## config.mk

```make
export PLATFORM = sky130hd
export DESIGN_NAME = gpu_blit
export DESIGN_NICKNAME = d
export VERILOG_FILES = /design/src/rtl/gpu_blit.sv
export SDC_FILE = /design/constraint.sdc
export NUM_CORES = 1
export LEC_CHECK = 0
export CORE_MARGIN = 3
export CORE_UTILIZATION = 25
export DETAILED_ROUTE_END_ITERATION = 10
export PLACE_DENSITY = 0.5
export SYNTH_ARGS = -nofsm -noshare
export SYNTH_HDL_FRONTEND = slang
export SYNTH_SLANG_ARGS = --single-unit
```

## constraint.sdc

```tcl
create_clock -name clk -period 4.54 [get_ports clk]
set_input_delay 1.362 -clock clk [delete_from_list [all_inputs] [get_ports clk]]
set_output_delay 1.362 -clock clk [all_outputs]
set_load 0.05 [all_outputs]
```

## src/rtl/gpu_blit.sv

```systemverilog
// CHIP-8/SCHIP sprite blitter: XORs a sprite from shared memory into a 1-bpp
// framebuffer in the same memory, tracks pixel collisions, and clears the screen.
module gpu_blit #(
  parameter int unsigned SCREEN_W     = 64,
  parameter int unsigned SCREEN_H     = 32,
  parameter int unsigned SCREEN_START = 'h100
) (
  input  logic        clk,
  input  logic        reset,
  input  logic        draw,
  input  logic        clear,
  input  logic        wide,
  input  logic        wrap,
  input  logic [15:0] addr,
  input  logic [3:0]  lines,
  input  logic [7:0]  x,
  input  logic [7:0]  y,
  output logic        ready,
  output logic        collision,
  output logic        mem_read,
  output logic        mem_write,
  output logic [15:0] mem_addr,
  output logic [7:0]  mem_write_byte,
  input  logic [7:0]  mem_read_byte
);

  localparam int unsigned ROW_BYTES    = SCREEN_W / 8;
  localparam int unsigned SCREEN_BYTES = SCREEN_W * SCREEN_H / 8;

  typedef enum logic [2:0] {
    S_IDLE, S_NEXT_ROW, S_FETCH, S_LOAD, S_STORE, S_CLEAR
  } state_t;

  state_t      r_state, w_state_nxt;
  logic        r_ready, w_ready_nxt;
  logic        r_collision, w_collision_nxt;
  logic        r_mem_read, w_mem_read_nxt;
  logic        r_mem_write, w_mem_write_nxt;
  logic [15:0] r_mem_addr, w_mem_addr_nxt;
  logic [7:0]  r_mem_wbyte, w_mem_wbyte_nxt;
  logic        r_wide, w_wide_nxt;
  logic        r_wrap, w_wrap_nxt;
  logic [7:0]  r_x0, w_x0_nxt;
  logic [4:0]  r_rows, w_rows_nxt;
  logic [4:0]  r_row, w_row_nxt;
  logic [8:0]  r_yr, w_yr_nxt;
  logic [15:0] r_sptr, w_sptr_nxt;
  logic [15:0] r_spr, w_spr_nxt;
  logic        r_fb, w_fb_nxt;
  logic [1:0]  r_k, w_k_nxt;
  logic [15:0] r_rowbase, w_rowbase_nxt;
  logic [15:0] r_caddr, w_caddr_nxt;
  logic [15:0] r_cnt, w_cnt_nxt;

  logic        w_yr_over;
  logic [8:0]  w_yr_eff;
  logic [2:0]  w_kmax;
  logic [2:0]  w_kc;
  logic [5:0]  w_col_raw;
  logic [5:0]  w_col;
  logic        w_col_ok;
  logic [15:0] w_col_addr;
  logic [23:0] w_shift;
  logic [7:0]  w_pix;

  assign ready          = r_ready;
  assign collision      = r_collision;
  assign mem_read       = r_mem_read;
  assign mem_write      = r_mem_write;
  assign mem_addr       = r_mem_addr;
  assign mem_write_byte = r_mem_wbyte;

  // Screen row for the current sprite row, wrapped back onto the screen if needed
  always_comb begin
    w_yr_over = (32'(r_yr) >= SCREEN_H);
    w_yr_eff  = w_yr_over ? (r_yr - 9'(SCREEN_H)) : r_yr;
  end

  // Column dispatch: k=0 after the sprite fetch, k+1 after each store
  always_comb begin
    w_kmax    = 3'(r_wide) + 3'(r_x0[2:0] != 3'd0);
    w_kc      = (r_state == S_STORE) ? (3'(r_k) + 3'd1) : 3'd0;
    w_col_raw = 6'(r_x0[7:3]) + 6'(w_kc);
    w_col     = w_col_raw;
    w_col_ok  = (w_kc <= w_kmax);
    if (32'(w_col_raw) >= ROW_BYTES) begin
      if (r_wrap) w_col = w_col_raw - 6'(ROW_BYTES);
      else        w_col_ok = 1'b0;
    end
    w_col_addr = r_rowbase + 16'(w_col);
  end

  // Sprite row shifted to the pixel offset; one byte slice per touched column
  always_comb begin
    w_shift = {r_spr, 8'h00} >> r_x0[2:0];
    case (r_k)
      2'd0:    w_pix = w_shift[23:16];
      2'd1:    w_pix = w_shift[15:8];
      default: w_pix = w_shift[7:0];
    endcase
  end

  always_comb begin
    w_state_nxt     = r_state;
    w_collision_nxt = r_collision;
    w_mem_read_nxt  = 1'b0;
    w_mem_write_nxt = 1'b0;
    w_mem_addr_nxt  = 16'h0000;
    w_mem_wbyte_nxt = 8'h00;
    w_wide_nxt      = r_wide;
    w_wrap_nxt      = r_wrap;
    w_x0_nxt        = r_x0;
    w_rows_nxt      = r_rows;
    w_row_nxt       = r_row;
    w_yr_nxt        = r_yr;
    w_sptr_nxt      = r_sptr;
    w_spr_nxt       = r_spr;
    w_fb_nxt        = r_fb;
    w_k_nxt         = r_k;
    w_rowbase_nxt   = r_rowbase;
    w_caddr_nxt     = r_caddr;
    w_cnt_nxt       = r_cnt;

    case (r_state)
      S_IDLE: begin
        if (clear) begin
          w_state_nxt     = S_CLEAR;
          w_collision_nxt = 1'b0;
          w_mem_write_nxt = 1'b1;
          w_mem_addr_nxt  = 16'(SCREEN_START);
          w_cnt_nxt       = 16'd1;
        end else if (draw) begin
          w_state_nxt     = S_NEXT_ROW;
          w_collision_nxt = 1'b0;
          w_wide_nxt      = wide;
          w_wrap_nxt      = wrap;
          w_sptr_nxt      = addr;
          w_x0_nxt        = 8'(32'(x) % SCREEN_W);
          w_yr_nxt        = 9'(32'(y) % SCREEN_H);
          w_rows_nxt      = (wide && lines == 4'd0) ? 5'd16 : 5'(lines);
          w_row_nxt       = 5'd0;
        end
      end
      S_NEXT_ROW: begin
        if (r_row == r_rows || (w_yr_over && !r_wrap)) begin
          w_state_nxt = S_IDLE;
        end else begin
          w_yr_nxt       = w_yr_eff;
          w_rowbase_nxt  = 16'(SCREEN_START) + 16'(32'(w_yr_eff) * ROW_BYTES);
          w_mem_read_nxt = 1'b1;
          w_mem_addr_nxt = r_sptr;
          w_sptr_nxt     = r_sptr + 16'd1;
          w_fb_nxt       = 1'b0;
          w_state_nxt    = S_FETCH;
        end
      end
      S_FETCH: begin
        // Strobe cycle waits; read data is valid the cycle after
        if (!r_mem_read) begin
          if (!r_fb) w_spr_nxt = {mem_read_byte, 8'h00};
          else       w_spr_nxt = {r_spr[15:8], mem_read_byte};
          if (r_wide && !r_fb) begin
            w_mem_read_nxt = 1'b1;
            w_mem_addr_nxt = r_sptr;
            w_sptr_nxt     = r_sptr + 16'd1;
            w_fb_nxt       = 1'b1;
          end else begin
            // First column is x0/8, always on screen
            w_k_nxt        = 2'd0;
            w_caddr_nxt    = w_col_addr;
            w_mem_read_nxt = 1'b1;
            w_mem_addr_nxt = w_col_addr;
            w_state_nxt    = S_LOAD;
          end
        end
      end
      S_LOAD: begin
        if (!r_mem_read) begin
          w_collision_nxt = r_collision | (|(mem_read_byte & w_pix));
          w_mem_write_nxt = 1'b1;
          w_mem_addr_nxt  = r_caddr;
          w_mem_wbyte_nxt = mem_read_byte ^ w_pix;
          w_state_nxt     = S_STORE;
        end
      end
      S_STORE: begin
        if (w_col_ok) begin
          w_k_nxt        = 2'(w_kc);
          w_caddr_nxt    = w_col_addr;
          w_mem_read_nxt = 1'b1;
          w_mem_addr_nxt = w_col_addr;
          w_state_nxt    = S_LOAD;
        end else begin
          w_row_nxt   = r_row + 5'd1;
          w_yr_nxt    = r_yr + 9'd1;
          w_state_nxt = S_NEXT_ROW;
        end
      end
      S_CLEAR: begin
        if (32'(r_cnt) < SCREEN_BYTES) begin
          w_mem_write_nxt = 1'b1;
          w_mem_addr_nxt  = 16'(SCREEN_START) + r_cnt;
          w_cnt_nxt       = r_cnt + 16'd1;
        end else begin
          w_state_nxt = S_IDLE;
        end
      end
      default: w_state_nxt = S_IDLE;
    endcase

    w_ready_nxt = (w_state_nxt == S_IDLE);
  end

  always_ff @(posedge clk) begin
    if (reset) begin
      r_state     <= S_IDLE;
      r_ready     <= 1'b1;
      r_collision <= 1'b0;
      r_mem_read  <= 1'b0;
      r_mem_write <= 1'b0;
      r_mem_addr  <= 16'h0000;
      r_mem_wbyte <= 8'h00;
      r_wide      <= 1'b0;
      r_wrap      <= 1'b0;
      r_x0        <= 8'h00;
      r_rows      <= 5'd0;
      r_row       <= 5'd0;
      r_yr        <= 9'd0;
      r_sptr      <= 16'h0000;
      r_spr       <= 16'h0000;
      r_fb        <= 1'b0;
      r_k         <= 2'd0;
      r_rowbase   <= 16'h0000;
      r_caddr     <= 16'h0000;
      r_cnt       <= 16'h0000;
    end else begin
      r_state     <= w_state_nxt;
      r_ready     <= w_ready_nxt;
      r_collision <= w_collision_nxt;
      r_mem_read  <= w_mem_read_nxt;
      r_mem_write <= w_mem_write_nxt;
      r_mem_addr  <= w_mem_addr_nxt;
      r_mem_wbyte <= w_mem_wbyte_nxt;
      r_wide      <= w_wide_nxt;
      r_wrap      <= w_wrap_nxt;
      r_x0        <= w_x0_nxt;
      r_rows      <= w_rows_nxt;
      r_row       <= w_row_nxt;
      r_yr        <= w_yr_nxt;
      r_sptr      <= w_sptr_nxt;
      r_spr       <= w_spr_nxt;
      r_fb        <= w_fb_nxt;
      r_k         <= w_k_nxt;
      r_rowbase   <= w_rowbase_nxt;
      r_caddr     <= w_caddr_nxt;
      r_cnt       <= w_cnt_nxt;
    end
  end

endmodule

```

Word level (Yosys, flattened, before mapping)
Cells that the tools add are included.
{"block": "op_classes", "n_eq_ne": 19, "mux": 67, "addsub": 12, "shifts": 1, "n_reduce_logical": 31, "bitwise": 8, "n_lt_le_gt_ge": 4}
{"operator": "$mux W16", "n": 16}
{"operator": "$pmux W16 S6", "n": 1}
{"operator": "$pmux W16 S2", "n": 2}
{"operator": "$mux W9", "n": 6}
{"operator": "$pmux W16 S3", "n": 1}
{"operator": "$add A16 B1 Y16 const B", "n": 2}
{"operator": "$pmux W9 S3", "n": 1}
{"operator": "$shr A24 B3 Y24", "n": 1}
{"operator": "$ne A2 B2 Y1 const B", "n": 11}
{"operator": "$mux W3", "n": 7}
{"operator": "$mux W5", "n": 4}
{"operator": "$pmux W3 S6", "n": 1}
{"operator": "$add A16 B6 Y16", "n": 1}
{"operator": "$add A9 B16 Y16 const A", "n": 1}
{"operator": "$lt A16 B9 Y1 const B", "n": 1}
{"operator": "$pmux W8 S2", "n": 1}
{"operator": "$add A9 B12 Y13 const A", "n": 1}
{"operator": "$mux W1", "n": 13}
{"operator": "$mux W6", "n": 2}
{"operator": "$reduce_and A3 Y1", "n": 4}
{"operator": "$reduce_and A4 Y1", "n": 3}
{"operator": "$mux W2", "n": 5}
{"operator": "$pmux W5 S2", "n": 1}
{"operator": "$reduce_bool A2 Y1", "n": 5}
{"operator": "36 further kinds", "n": 51}
{"block": "totals", "word_cells": 163, "ff_bits": 141, "inputBits": 50, "output_inout_bits": 28}

Longest topological paths before layout
Gate-level depths: netlist of run 1.
{"block": "depth", "ltp_word": 10, "depth_mapped": 16, "ltp_nobuf": 15}

Worst setup path after synthesis of run 1
No wires, ideal clock.
{"block": "synth_timing", "path_type": "register to register", "startpoint": "register r_state[1]", "endpoint": "register r_mem_addr[9], in the netlist mem_addr[9]", "arrival_ps": 2964, "setup_time_ps": 125, "path_stages_with_launch": 17, "path_slack_ps": 1451, "required_ps": 4415, "n_path_buf": 2, "period_less_slack_ps": 3089, "cell_sequence": "dfxtp_1 > buf_2 > nor3b_1 > clkbuf_1 > nand2_1 > inv_1 > ha_1 > a211oi_1 > or3_1 > inv_1 > ha_1 > ha_1 > and3_1 > nand3_1 > xnor2_1 > a21oi_1 > o2bb2ai_1"}
{"block": "synth_via", "elab_chain_len": 10, "word_cells_on_any_way": 20, "classes_between": "add/sub: 3; order compare: 2; eq/ne: 5; mux: 9; reduce/logical: 1"}
{"element": "start: declaration", "line": "34", "text": "state_t r_state, w_state_nxt;"}
{"element": "start signal: assignment", "line": "237", "text": "r_state <= w_state_nxt;"}
{"element": "$eq A3 B3 Y1", "line": "82, 124"}
{"element": "$mux W3", "line": "82", "text": "w_kc = (r_state == S_STORE) ? (3'(r_k) + 3'd1) : 3'd0;"}
{"element": "$add A3 B3 Y4", "line": "83", "text": "w_col_raw = 6'(r_x0[7:3]) + 6'(w_kc);"}
{"element": "$sub A4 B4 Y5", "line": "87", "text": "if (r_wrap) w_col = w_col_raw - 6'(ROW_BYTES);"}
{"element": "$mux W6", "line": "87"}
{"element": "$mux W6", "line": "86", "text": "if (32'(w_col_raw) >= ROW_BYTES) begin"}
{"element": "$add A16 B6 Y16", "line": "90", "text": "w_col_addr = r_rowbase + 16'(w_col);"}
{"element": "$mux W16", "line": "162", "text": "if (r_wide && !r_fb) begin"}
{"element": "$mux W16", "line": "159", "text": "if (!r_mem_read) begin"}
{"element": "$pmux W16 S6 *", "line": "124", "text": "case (r_state)"}
{"element": "end signal: assignment", "line": "242", "text": "r_mem_addr <= w_mem_addr_nxt;"}
{"element": "end: declaration", "line": "39", "text": "logic [15:0] r_mem_addr, w_mem_addr_nxt;"}
Every way passes the cells marked *; elsewhere a longest branch is shown, timed or not.
A chain may end at the register's enable or synchronous reset.

Worst setup path in the final report of run 1
{"block": "layout_timing", "startpoint": "register r_state[1]", "endpoint": "register r_mem_addr[12], in the netlist mem_addr[12]"}
The elaborated chain is that of the path after synthesis.

==> results by group, run 1 <==
Placement
  • GP Congestion: 0.826
  • Post-Place Setup Slack: 0.807 ns
  • Detailed Place HPWL: 15500 um
  • Port Buffer Count: 72
  • Dpl cell area: 8400 um2

Clock tree
  • CTS tree: done
  • Clk root buf: clkbuf_16
  • Clk sinks: 133
  • Setup bufs post-CTS: 0
  • Max Root-Sink Buffers: 2
  • H-tree Lvls: 4
  • Total CTS buffers: 17
  • # resized after CTS: 0
  • # hold bufs at CTS: 0
  • Clock transition at path regs: 0.06 ns
  • Worst-skew pair later-pin latency: 0.43 ns

Synth
  • Post-synthesis sequential area ratio: 36.4%
  • Cell area after synthesis: 7320 um2
  • EDFF count, synth: 0
  • #FFs+latches synth: 133
  • Ys Warns: 0
  • Yosys cell types: 73
  • Synth top cells by count: 133 x dfxtp_1, 117 x nand2_1, 86 x a21oi_1
  • Syn_area_per_cell: 8.31 um2
  • Largest cells by area after synthesis: dfxtp_1 36%, nand2_1 6.0%, a21oi_1 5.9%
  • Post-synth net total: 961
  • Area fraction of the dominant cell type after synthesis: 36.4%
  • Cell count after synthesis: 881
  • Synth async-reset ratio: 0%
  • Most frequent cell after synthesis: dfxtp_1
  • Ys flop type: dfxtp_1
  • Biggest area consumer among synthesized cells: dfxtp_1

Min path
  • Worst hold start: r_caddr[2]$_SDFFE_PP0P_
  • Hold worst-path end: r_caddr[2]$_SDFFE_PP0P_
  • Hold path cells: 2
  • Worst Hold Class: flip-flop to flip-flop

Finish
  • P&R area growth vs syn: 23.6%
  • Fillers: 3026
  • ANT cells: 0
  • Final instance area: 9050 um2
  • Nets: 1006
  • Layout cells sized above 1: 8.63%

Drt
  • 1st-iter DRT viols: 502
  • WL/cell: 16.6 um
  • Via count: 6709
  • Pre-antenna DRT Iters: 6
  • DRC viols: 0
  • ANT nets after route: 0
  • Total Wirelength: 22000 um
  • Routed vias/inst: 5.07

Timing
  • Rel. slew slack: 33.2%
  • Crit share post-route: 76.8%
  • F_max: 287 MHz
  • Fin worst setup slack: 1.05 ns
  • RSZ-0062 raised after global routing: false
  • Total negative slack: 0 ns
  • Final setup violation count: 0
  • Min cycle time layout: 3.49 ns
  • Fin. Hold Viols: 0
  • Slew of the pin with the lowest slew margin: 0.998 ns
  • Slew Viols, Final: 0
  • Final Skew: 0.00972 ns

Power
  • Gate power share: 33.0%
  • Max rail drop VDD: 288 uV
  • Power per cell area: 505 nW/um2
  • P_leak: 0.00316 uW
  • Flop pwr share: 33.5%
  • Clock power share: 33.6%
  • Switching share of total power: 38.6%
  • Sw power: 1760 uW
  • P_int: 2810 uW

Floorplan
  • Die area: 31400 um2
  • Initial core utilization: 25.4%
  • Die Ht: 177 um
  • Core area: 28800 um2
  • I/O pins: 78
  • Num rows: 62
  • DIE WIDTH: 177 um

Critical path
  • Slack of the worst reg-to-reg path: 1.05 ns
  • WP data arrival: 3.80 ns
  • R2R depth: 14
  • CP Launch Type: flip-flop
  • Crit-path max FO: 16
  • Crit path kind: flip-flop to flip-flop
  • CP Data Required Time: 4.85 ns
  • RR Endpoint: mem_addr[12]$_SDFF_PP0_
  • R2r startpoint: r_state[1]$_SDFF_PP0_
  • CP endpoint kind: flip-flop

Global route
  • Vias in the first global route: 6304
  • Largest net degree at the start of global routing: 69
  • Tot GR Track Use: 13.9%
  • First-pass GRT wire length: 35000 um
  • Initial antenna violation count: 0
  • Total congestion overflow: 0

Run status
  • Status: finished clean

Run
  • Number of max-cap violations: 0
==> critical path, stage by stage (launching register included) <==
cell and delay [ns]:
dfxtp_1 0.66, nor3b_1 0.11, buf_4 0.21, nand2_1 0.12, inv_1 0.10, ha_1 0.28
a211oi_1 0.06, or3_1 0.41, inv_1 0.18, ha_1 0.24, nand2_1 0.10, nor4_1 0.32
xor2_1 0.17, nand2_1 0.08, a31oi_1 0.33
==> registers in the layout, indices dropped and copies added, names as in the netlist, 5 cells and up <==
name,count
r_sptr,16
r_x0,6
r_caddr,14
mem_addr,16
mem_write_byte,8
r_rowbase,10
r_cnt,16
r_spr,16
r_rows,5
r_row,5
r_yr,9
==> worst max-delay path by stage <==
stage,slack [ns],start,cells after the start,end
after global routing,0.79,r_state[1]$_SDFF_PP0_,14,mem_addr[12]$_SDFF_PP0_
after floorplan,1.45,r_state[1]$_SDFF_PP0_,16,mem_addr[9]$_SDFF_PP0_
after global placement,0.80,draw,7,r_sptr[0]$_SDFFE_PP0P_
final,1.05,r_state[1]$_SDFF_PP0_,14,mem_addr[12]$_SDFF_PP0_
after CTS,1.05,r_state[2]$_SDFF_PP0_,12,mem_addr[3]$_SDFF_PP0_
after detailed placement,0.81,draw,7,r_sptr[0]$_SDFFE_PP0P_
==> placed cells by master, fill, tap and decap left out, drive strengths merged, types with 6 or more instances in the layout <==
master and instances:
mux2 6, a221o 6, xnor2 18, ha 29, clkdlybuf4s50 71, nor3 23, nor4 10, a31oi 10
o21ai 27, nor3b 9, mux2i 22, o311ai 12, a221oi 6, dfxtp 133, nand2 118, a21oi 86
and3 18, nand4 7, or3 8, a22oi 11, and2 7, a211oi 10, buf 21, a22o 9
xor2 9, o2bb2ai 8, nor2b 12, clkbuf 17, inv 27, nand3 38, o31ai 15, nor2 54
==> per-layer routing <==
metal	vias to the layer above	share of wire, %	track usage (%)
met3	28	4.0	2.66
met1	3208	49	19.5
met4	0	1.6	4.09
met2	139	45	21.8
li1	3334	-	-
met5	-	0	0
==> power groups by stage <==
stage / registers, uW / clock network [uW] / logic, uW
after detailed placement: 1550 / 0 / 1500
after global routing: 1550 / 1610 / 1660
final: 1530 / 1540 / 1510
after floorplan: 1500 / 0 / 1080
after CTS: 1520 / 1570 / 1510
after global placement: 1550 / 0 / 1500
==> cells by family after synthesis <==
| kind of cell | synth area share, % |
|---|---|
| AO/OA/AOI/OAI | 22.6 |
| XOR/XNOR | 3.23 |
| adder cells (fa/ha/maj) | 5.23 |
| buffers and inverters | 5.01 |
| flip-flops | 36.4 |
| multiplexers | 5.47 |
| AND/OR/NAND/NOR | 22.1 |
==> through the flow <==
stage / util, % / instances / hold slack (ns) / power [uW]
3_5_place_dp: 29.2 / 1291 / 0.447 / 3060
3_3_place_gp: 29.2 / 1291 / 0.438 / 3050
5_1_grt: 31.4 / 1323 / 0.473 / 4820
2_1_floorplan: - / 881 / 0.427 / 2580
4_1_cts: 31.4 / 1323 / 0.455 / 4610
6_report: 31.4 / 1323 / 0.455 / 4570
==> final cells by class <==
type	count	area (um2)	area share, %
clock buffer	17	425	4.70
clock inverter	15	220	2.43
inverter	21	78.8	0.871
multi-input combinational	661	4320	47.7
sequential	133	2660	29.4
tap	384	480	5.31
timing repair buffer	92	866	9.57
No activity file was read; power rests on OpenSTA's default activity.
==> inputs of run 2 (changes only) <==
- PLACE_DENSITY: 0.5 -> 0.51
- clock period: 4.54 -> 3.1 ns (I/O delays scaled with it)
==> run 2 against run 1 <==
Net effect: first-iteration DRC count is 14% lower; worst hold slack lost 0.0044 ns; worst setup slack worse by 0.86 ns; largest power group is now combinational logic; critical path type unchanged; combinational power grew 60%; power rose by 48%.
==> results by group, run 2 (synthesis gave the netlist of run 1 again) <==
Finish
  • P&R area growth vs syn: 26.5%
  • ANT cells: 0 (unchanged)
  • Nets: 1030 (+2.4%)
  • Most common cell after layout, fill and taps aside: dfxtp_1
  • Fin util: 32.2% (+0.74 points)
  • Most frequent cells in the layout: 131 x dfxtp_1, 117 x nand2_1, 85 x a21oi_1
  • Fillers: 3010 (-0.53%)
  • Layout cells sized above 1: 11.6% (+3.0 points)

Placement
  • Port Buffer Count: 72 (unchanged)
  • Detailed Place HPWL: 16000 um (+3.3%)
  • GP Congestion: 0.851 (+3.1%)

Floorplan
  • I/O pins: 78 (unchanged)
  • DIE WIDTH: 177 um (unchanged)
  • Core area: 28800 um2 (unchanged)
  • Die Ht: 177 um (unchanged)
  • Die area: 31400 um2 (unchanged)
  • Num rows: 62 (unchanged)
  • Initial core utilization: 25.4% (unchanged)

Clock tree
  • Clk root buf: clkbuf_16
  • CTS tree: done
  • Setup bufs post-CTS: 0 (unchanged)
  • Worst-skew pair later-pin latency: 0.43 ns (about the same)
  • Max Root-Sink Buffers: 2 (unchanged)
  • H-tree Lvls: 4 (unchanged)
  • Total CTS buffers: 17 (unchanged)
  • # hold bufs at CTS: 0 (unchanged)
  • Clock transition at path regs: 0.06 ns (about the same)
  • Clk sinks: 133 (unchanged)

Critical path
  • CP Data Required Time: 3.39 ns (-1.46 ns)
  • WP data arrival: 3.21 ns (-0.59 ns)
  • CP endpoint kind: flip-flop
  • CP Launch Type: flip-flop
  • Crit path kind: flip-flop to flip-flop
  • Crit-path max FO: 4 (-12)

Power
  • P_int: 4220 uW (+50%)
  • Max rail drop VDD: 400 uV (+39%)
  • Power per cell area: 729 nW/um2 (+44%)
  • Sw power: 2540 uW (+44%)
  • P_leak: 0.00327 uW (+3.4%)
  • Clock power share: 31.9% (-1.7 points)
  • Gate power share: 35.8% (+2.8 points)
  • Switching share of total power: 37.6% (-1.0 points)
  • Flop pwr share: 32.3% (-1.2 points)

Timing
  • WHS: 0.451 ns (-0.00437 ns)
  • Min cycle time layout: 2.91 ns (-0.576 ns)
  • F_max: 344 MHz (+20%)
  • Total negative slack: 0 ns (unchanged)
  • Final Skew: 0.0122 ns (+0.00252 ns)
  • Final setup violation count: 0 (unchanged)
  • Fin. Hold Viols: 0 (unchanged)
  • RSZ-0062 raised after global routing: false
  • Rel. slew slack: 52.8% (+20 points)
  • Slew of the pin with the lowest slew margin: 0.707 ns (-0.291 ns)
  • Crit share post-route: 93.9% (+17 points)
  • Slew Viols, Final: 0 (unchanged)

Drt
  • Pre-antenna DRT Iters: 7 (+1)
  • Via count: 6746 (+0.55%)
  • 1st-iter DRT viols: 434 (-14%)
  • Total Wirelength: 22100 um (+0.58%)
  • DRC viols: 0 (unchanged)
  • Routed vias/inst: 5.01 (-1.2%)
  • ANT nets after route: 0 (unchanged)
  • WL/cell: 16.4 um (-1.2%)

Global route
  • Vias in the first global route: 6546 (+3.8%)
  • Largest net degree at the start of global routing: 87 (+26%)
  • Initial antenna violation count: 0 (unchanged)
  • First-pass GRT wire length: 35500 um (+1.6%)
  • Total congestion overflow: 0 (unchanged)
  • Tot GR Track Use: 14.2% (+0.26 points)

Run
  • Number of max-cap violations: 0 (unchanged)

Run status
  • Status: finished clean

Min path
  • Worst Hold Class: flip-flop to flip-flop
run 2: cell count changes in the layout (fill, tap and decap cells not counted), sizes merged:
cell,delta
clkinvlp,+4
clkinv,-2
clkbuf,+1
buf,+24
inv,-3
run 2: cell type report:
class	instances	area (um2)	share of cell area [%]
Clock buffer	18	429	4.63
Multi-Input combinational cell	661	4340	46.8
Sequential cell	133	2670	28.8
Timing Repair Buffer	116	1070	11.6
Clock inverter	14	199	2.15
Inverter	21	78.8	0.851
Tap cell	384	480	5.19
run 2: power by group through the flow:
stage	sequential [uW]	combinational, uW	clock [uW]
after floorplan	2200	1580	0
after global placement	2210	2400	0
final	2180	2420	2150
after global routing	2220	2660	2280
after CTS	2180	2420	2220
after detailed placement	2220	2410	0
run 2: what timing repair did:
item                                    in CTS  in global routing
resized for setup                            0                  8
endpoints found under the setup margin       0                  8
endpoints found under the hold margin        0                  0
run 2: worst paths after layout:
kind / from / endpoint / slack [ns] / cells after the start
worst max-delay path: r_k[0]$_SDFFE_PP0P_ / mem_addr[9]$_SDFF_PP0_ / 0.19 / 15
worst min-delay path: r_caddr[11]$_SDFFE_PP0P_ / r_caddr[11]$_SDFFE_PP0P_ / 0.45 / 2
worst max register to register: r_k[0]$_SDFFE_PP0P_ / mem_addr[9]$_SDFF_PP0_ / 0.19 / 15
worst min register to register: r_caddr[11]$_SDFFE_PP0P_ / r_caddr[11]$_SDFFE_PP0P_ / 0.45 / 2
run 2: worst max-delay path, stage by stage, from the launching register on:
cell	delay [ns]
dfxtp_2	0.35
inv_1	0.05
ha_1	0.28
nand2_1	0.08
inv_1	0.07
ha_1	0.27
a211oi_1	0.07
or3_4	0.39
inv_1	0.09
ha_2	0.21
ha_2	0.20
and3_1	0.20
nand3_1	0.13
xnor2_2	0.18
a21oi_2	0.15
o2bb2ai_1	0.07
run 2: through the flow:
| step | cells | setup slack (ns) | power (uW) | area [um2] |
|---|---|---|---|---|
| after CTS | 1347 | 0.0695 | 6820 | 9240 |
| after global placement | 1315 | 0.102 | 4620 | 8610 |
| after detailed placement | 1315 | 0.0830 | 4630 | 8610 |
| final | 1347 | 0.189 | 6760 | 9260 |
| after floorplan | 881 | 0.0105 | 3780 | 7320 |
| after global routing | 1347 | 0.00105 | 7160 | 9260 |
run 2: metal layers:
metal | routed length (um) | up-vias | global-route usage [%]
met5 | 0 | - | 0
met2 | 10200 | 143 | 22.4
met3 | 963 | 22 | 2.92
met1 | 10700 | 3203 | 19.4
li1 | - | 3378 | -
met4 | 337 | 0 | 4.45
==> inputs of run 3 (changes only) <==
- SLEW_MARGIN: default -> 10
- TNS_END_PERCENT: default -> 10
==> results of run 3 <==
Final layout, timing and power as in run 2 (identical DEF).
==> edit 1: new RTL, flow settings as in run 3 <==
The 6 states of `state_t` get a one-hot encoding in 6 bits.
--- a/src/rtl/gpu_blit.sv
+++ b/src/rtl/gpu_blit.sv
@@ -27,8 +27,8 @@
   localparam int unsigned ROW_BYTES    = SCREEN_W / 8;
   localparam int unsigned SCREEN_BYTES = SCREEN_W * SCREEN_H / 8;
 
-  typedef enum logic [2:0] {
-    S_IDLE, S_NEXT_ROW, S_FETCH, S_LOAD, S_STORE, S_CLEAR
+  typedef enum logic [5:0] {
+    S_IDLE = 6'b000001, S_NEXT_ROW = 6'b000010, S_FETCH = 6'b000100, S_LOAD = 6'b001000, S_STORE = 6'b010000, S_CLEAR = 6'b100000
   } state_t;
 
   state_t      r_state, w_state_nxt;
Function: no difference found for any inputs over 10 cycles, from zero or initial values and one cycle with reset high; not proved beyond that.
==> edit 1 against run 3 <==
- maximum frequency is 18% lower
- die area increased by 3.5%
- sequential cell count increased by 3
- critical path depth is 2 higher
- wire length grew 2.1%
- highest routed layer unchanged
- area after synthesis rose by 3.6%
- the flow now finishes with violations (negative setup slack)
- clock skew decreased by 0.0030 ns
- design area up 6.5%
- worst setup slack got worse by 0.63 ns
Power is not compared: it rests on default switching activity, and its combinational part moved more than twofold at a synthesized area within 25%.
==> edit 1: results <==
run_status:
  outcome: "complete, but fails checks"
  violations: "negative setup slack"
sta:
  final.setup_skew_ns: 0.00923
  setup_viol: 18
  fin_ws_ns: -0.444
  tns_ns: -6.51
placed_design:
  place.gp.congestion: 0.837
  dp_hpwl_microns: 16700
  dp_cells: 1385
  place_ws_ns: -0.476
setup_path:
  slowest_delay_ns: 0.56
  cp-startpoint: "r_state[3]"
  crit_path_top_delay_cell: "or4_4"
  rr_worst_depth: 17
cells_and_area:
  layout.nets: 1102
  n_clock_buffer: 19
  layout-drive-gt1-share: 0.183
  final_area_sq_mm: 0.00986
  final-clk-cell-share: 0.0600
  multi_input_cells: 709
  signal_buffers: 139
global_routing:
  grt_pass1_vias: 6874
  grt_pass1_wl_microns: 37100
  use_met2: 0.224
hold_path:
  hp-start: "r_caddr[13]"
route:
  drt-total-wl_microns: 22600
  wl_per_cell_microns: 15.9
  initialDrtViolationCount: 462
  first_pass_iters: 5
  via_per_inst: 4.86
synth:
  synth_area_per_cell_sq_um: 8.30
  synth.distinct_cells: 84
  synth_area_leaders: "dfxtp_1 (36%), nand2_1 (6.9%), a21oi_1 (4.9%)"
  synth_nets: 995
clock_tree:
  cts_sinks: 136
[edit 1: changes by cell type in the layout (fill, tap and decap cells not counted), sizes merged, moves of 8 or more]
cell,change
and2,+10
buf,+23
nand2,+22
nor2,+21
o21ai,+19
o2bb2ai,-8
o311ai,-12
o31ai,-9
[edit 1: repair_timing]
action,in CTS,in global routing
resized for setup,15,23
cloned,0,0
pin swaps,5,10
setup endpoints to repair,37,43
setup buffers,7,0
[edit 1: kinds of logic after synthesis]
| logic type | count (synthesis) | share of synthesized area |
|---|---|---|
| muxes | 35 | 0.0505 |
| AOI/OAI and AO/OA | 233 | 0.213 |
| buffers and inverters | 69 | 0.0450 |
| DFF | 136 | 0.359 |
| xor gates and xnor gates | 27 | 0.0312 |
| and+or+nand+nor | 383 | 0.249 |
| adders and majority gates | 31 | 0.0521 |
[edit 1: layer usage]
layer | up-vias | part of all wire
met5 | - | 0
met4 | 0 | 0.013
met3 | 21 | 0.043
met2 | 155 | 0.46
met1 | 3241 | 0.48
li1 | 3505 | -
==> edit 2: new RTL, config.mk and constraints of run 3 <==
Without the edit above. `SCREEN_W`: 64 -> 48.
--- a/src/rtl/gpu_blit.sv
+++ b/src/rtl/gpu_blit.sv
@@ -1,7 +1,7 @@
 // CHIP-8/SCHIP sprite blitter: XORs a sprite from shared memory into a 1-bpp
 // framebuffer in the same memory, tracks pixel collisions, and clears the screen.
 module gpu_blit #(
-  parameter int unsigned SCREEN_W     = 64,
+  parameter int unsigned SCREEN_W     = 48,
   parameter int unsigned SCREEN_H     = 32,
   parameter int unsigned SCREEN_START = 'h100
 ) (
Function: changed (a bounded check fails within 10 cycles, from zero or initial values and one cycle with reset high).
==> edit 2 against run 3 <==
- worst setup slack got worse by 0.59 ns
- sequential power rose by 6%
- via count rose by 20%
- total power rose by 24%
- hold slack improved by 0.016 ns
- area after synthesis rose by 15%
- maximum frequency fell by 17%
- sequential cell count rose by 4
- die area rose by 14%
- the flow now finishes with violations (negative setup slack)
- design area rose by 20%
- wire length rose by 17%
==> edit 2: results <==
sta:
  fin_hold_ws_ns: 0.467
  fin_ws_ns: -0.397
  tns_ns: -6.27
  setup_viol: 24
synth:
  synth_fa_ha_area_frac: 0.0743
  synth_nets: 1130
  synth.distinct_cells: 87
  synth-xor-area-share: 0.0407
  synth-compound-area-share: 0.258
  synth_cells: 1032
  muxShareOfSynthArea: 0.0397
  synth_area_leaders: "dfxtp_1 (33%), ha_1 (6.7%), a21oi_1 (6.2%)"
setup_path:
  crit_arrival_ns: 3.84
  crit_family: "compound AO/OA/AOI/OAI gates"
hold_path:
  hp-start: "r_caddr[7]"
  holdPathEnd: "r_caddr[7]"
placed_design:
  placed_area_sq_mm: 0.0100
  dp_hpwl_microns: 18900
  dp_cells: 1555
  place_ws_ns: -0.488
run_status:
  outcome: "complete, but fails checks"
  violations: "negative setup slack"
global_routing:
  grt_pass1_vias: 7832
  grt_max_degree: 37
  grt_usage: 0.145
pwr:
  p_leak_nw: 4.05
cells_and_area:
  layout-drive-gt1-share: 0.190
[edit 2: changes by cell type after synthesis, moves of 10 or more]
cell / delta
o21ai_0: +30
a21oi_1: +18
nor2_1: +19
ha_1: +16
a211oi_1: +11
nand2_1: +10
and2_1: +11
and3_1: -11
o311ai_0: -10
o31ai_1: -11
[edit 2: how the worst max path moves through the flow]
stage                from           end  slack [ns]  cells past startpoint
2_1_floorplan  r_state[1]   r_caddr[12]       -0.38                     18
3_3_place_gp       r_k[0]   mem_addr[7]       -0.49                     17
3_5_place_dp       r_k[0]  mem_addr[11]       -0.49                     17
4_1_cts            r_k[1]   mem_addr[8]       -0.41                     19
5_1_grt            r_k[0]  mem_addr[11]       -0.62                     18
6_report           r_k[0]   mem_addr[8]       -0.40                     17
[edit 2: cells by family (layout without fill, tap and decap cells)]
logic type                 count (synthesis)  after routing
xor gates and xnor gates                  39             39
AOI/OAI and AO/OA                        315            315
adders and majority gates                 48             48
and+or+nand+nor                          370            370
muxes                                     31             31
buffers and inverters                     92            225
DFF                                      137            137
[edit 2: routing by layer]
| layer | GRT usage | up-vias | share of wire | wire (microns) |
|---|---|---|---|---|
| li1 | - | 4024 | - | - |
| met1 | 0.198 | 3883 | 0.48 | 12400 |
| met2 | 0.237 | 140 | 0.47 | 12200 |
| met3 | 0.0281 | 19 | 0.042 | 1090 |
| met4 | 0.0327 | 0 | 0.011 | 278 |
| met5 | 0 | - | 0 | 0 |
[edit 2: final cells by class]
cell class	count	area (sq um)
Fill cell	3378	21700
Multi-Input combinational cell	803	5580
Sequential cell	137	2750
Timing Repair Buffer	169	1510
Tap cell	442	553
Clock buffer	21	460
Clock inverter	11	193
Inverter	24	90.1
[edit 2: tightest hold or removal path, stage by stage (launching register included)]
cell and delay, ns:
dfxtp_1 0.31, nand3_1 0.06, a21oi_1 0.06
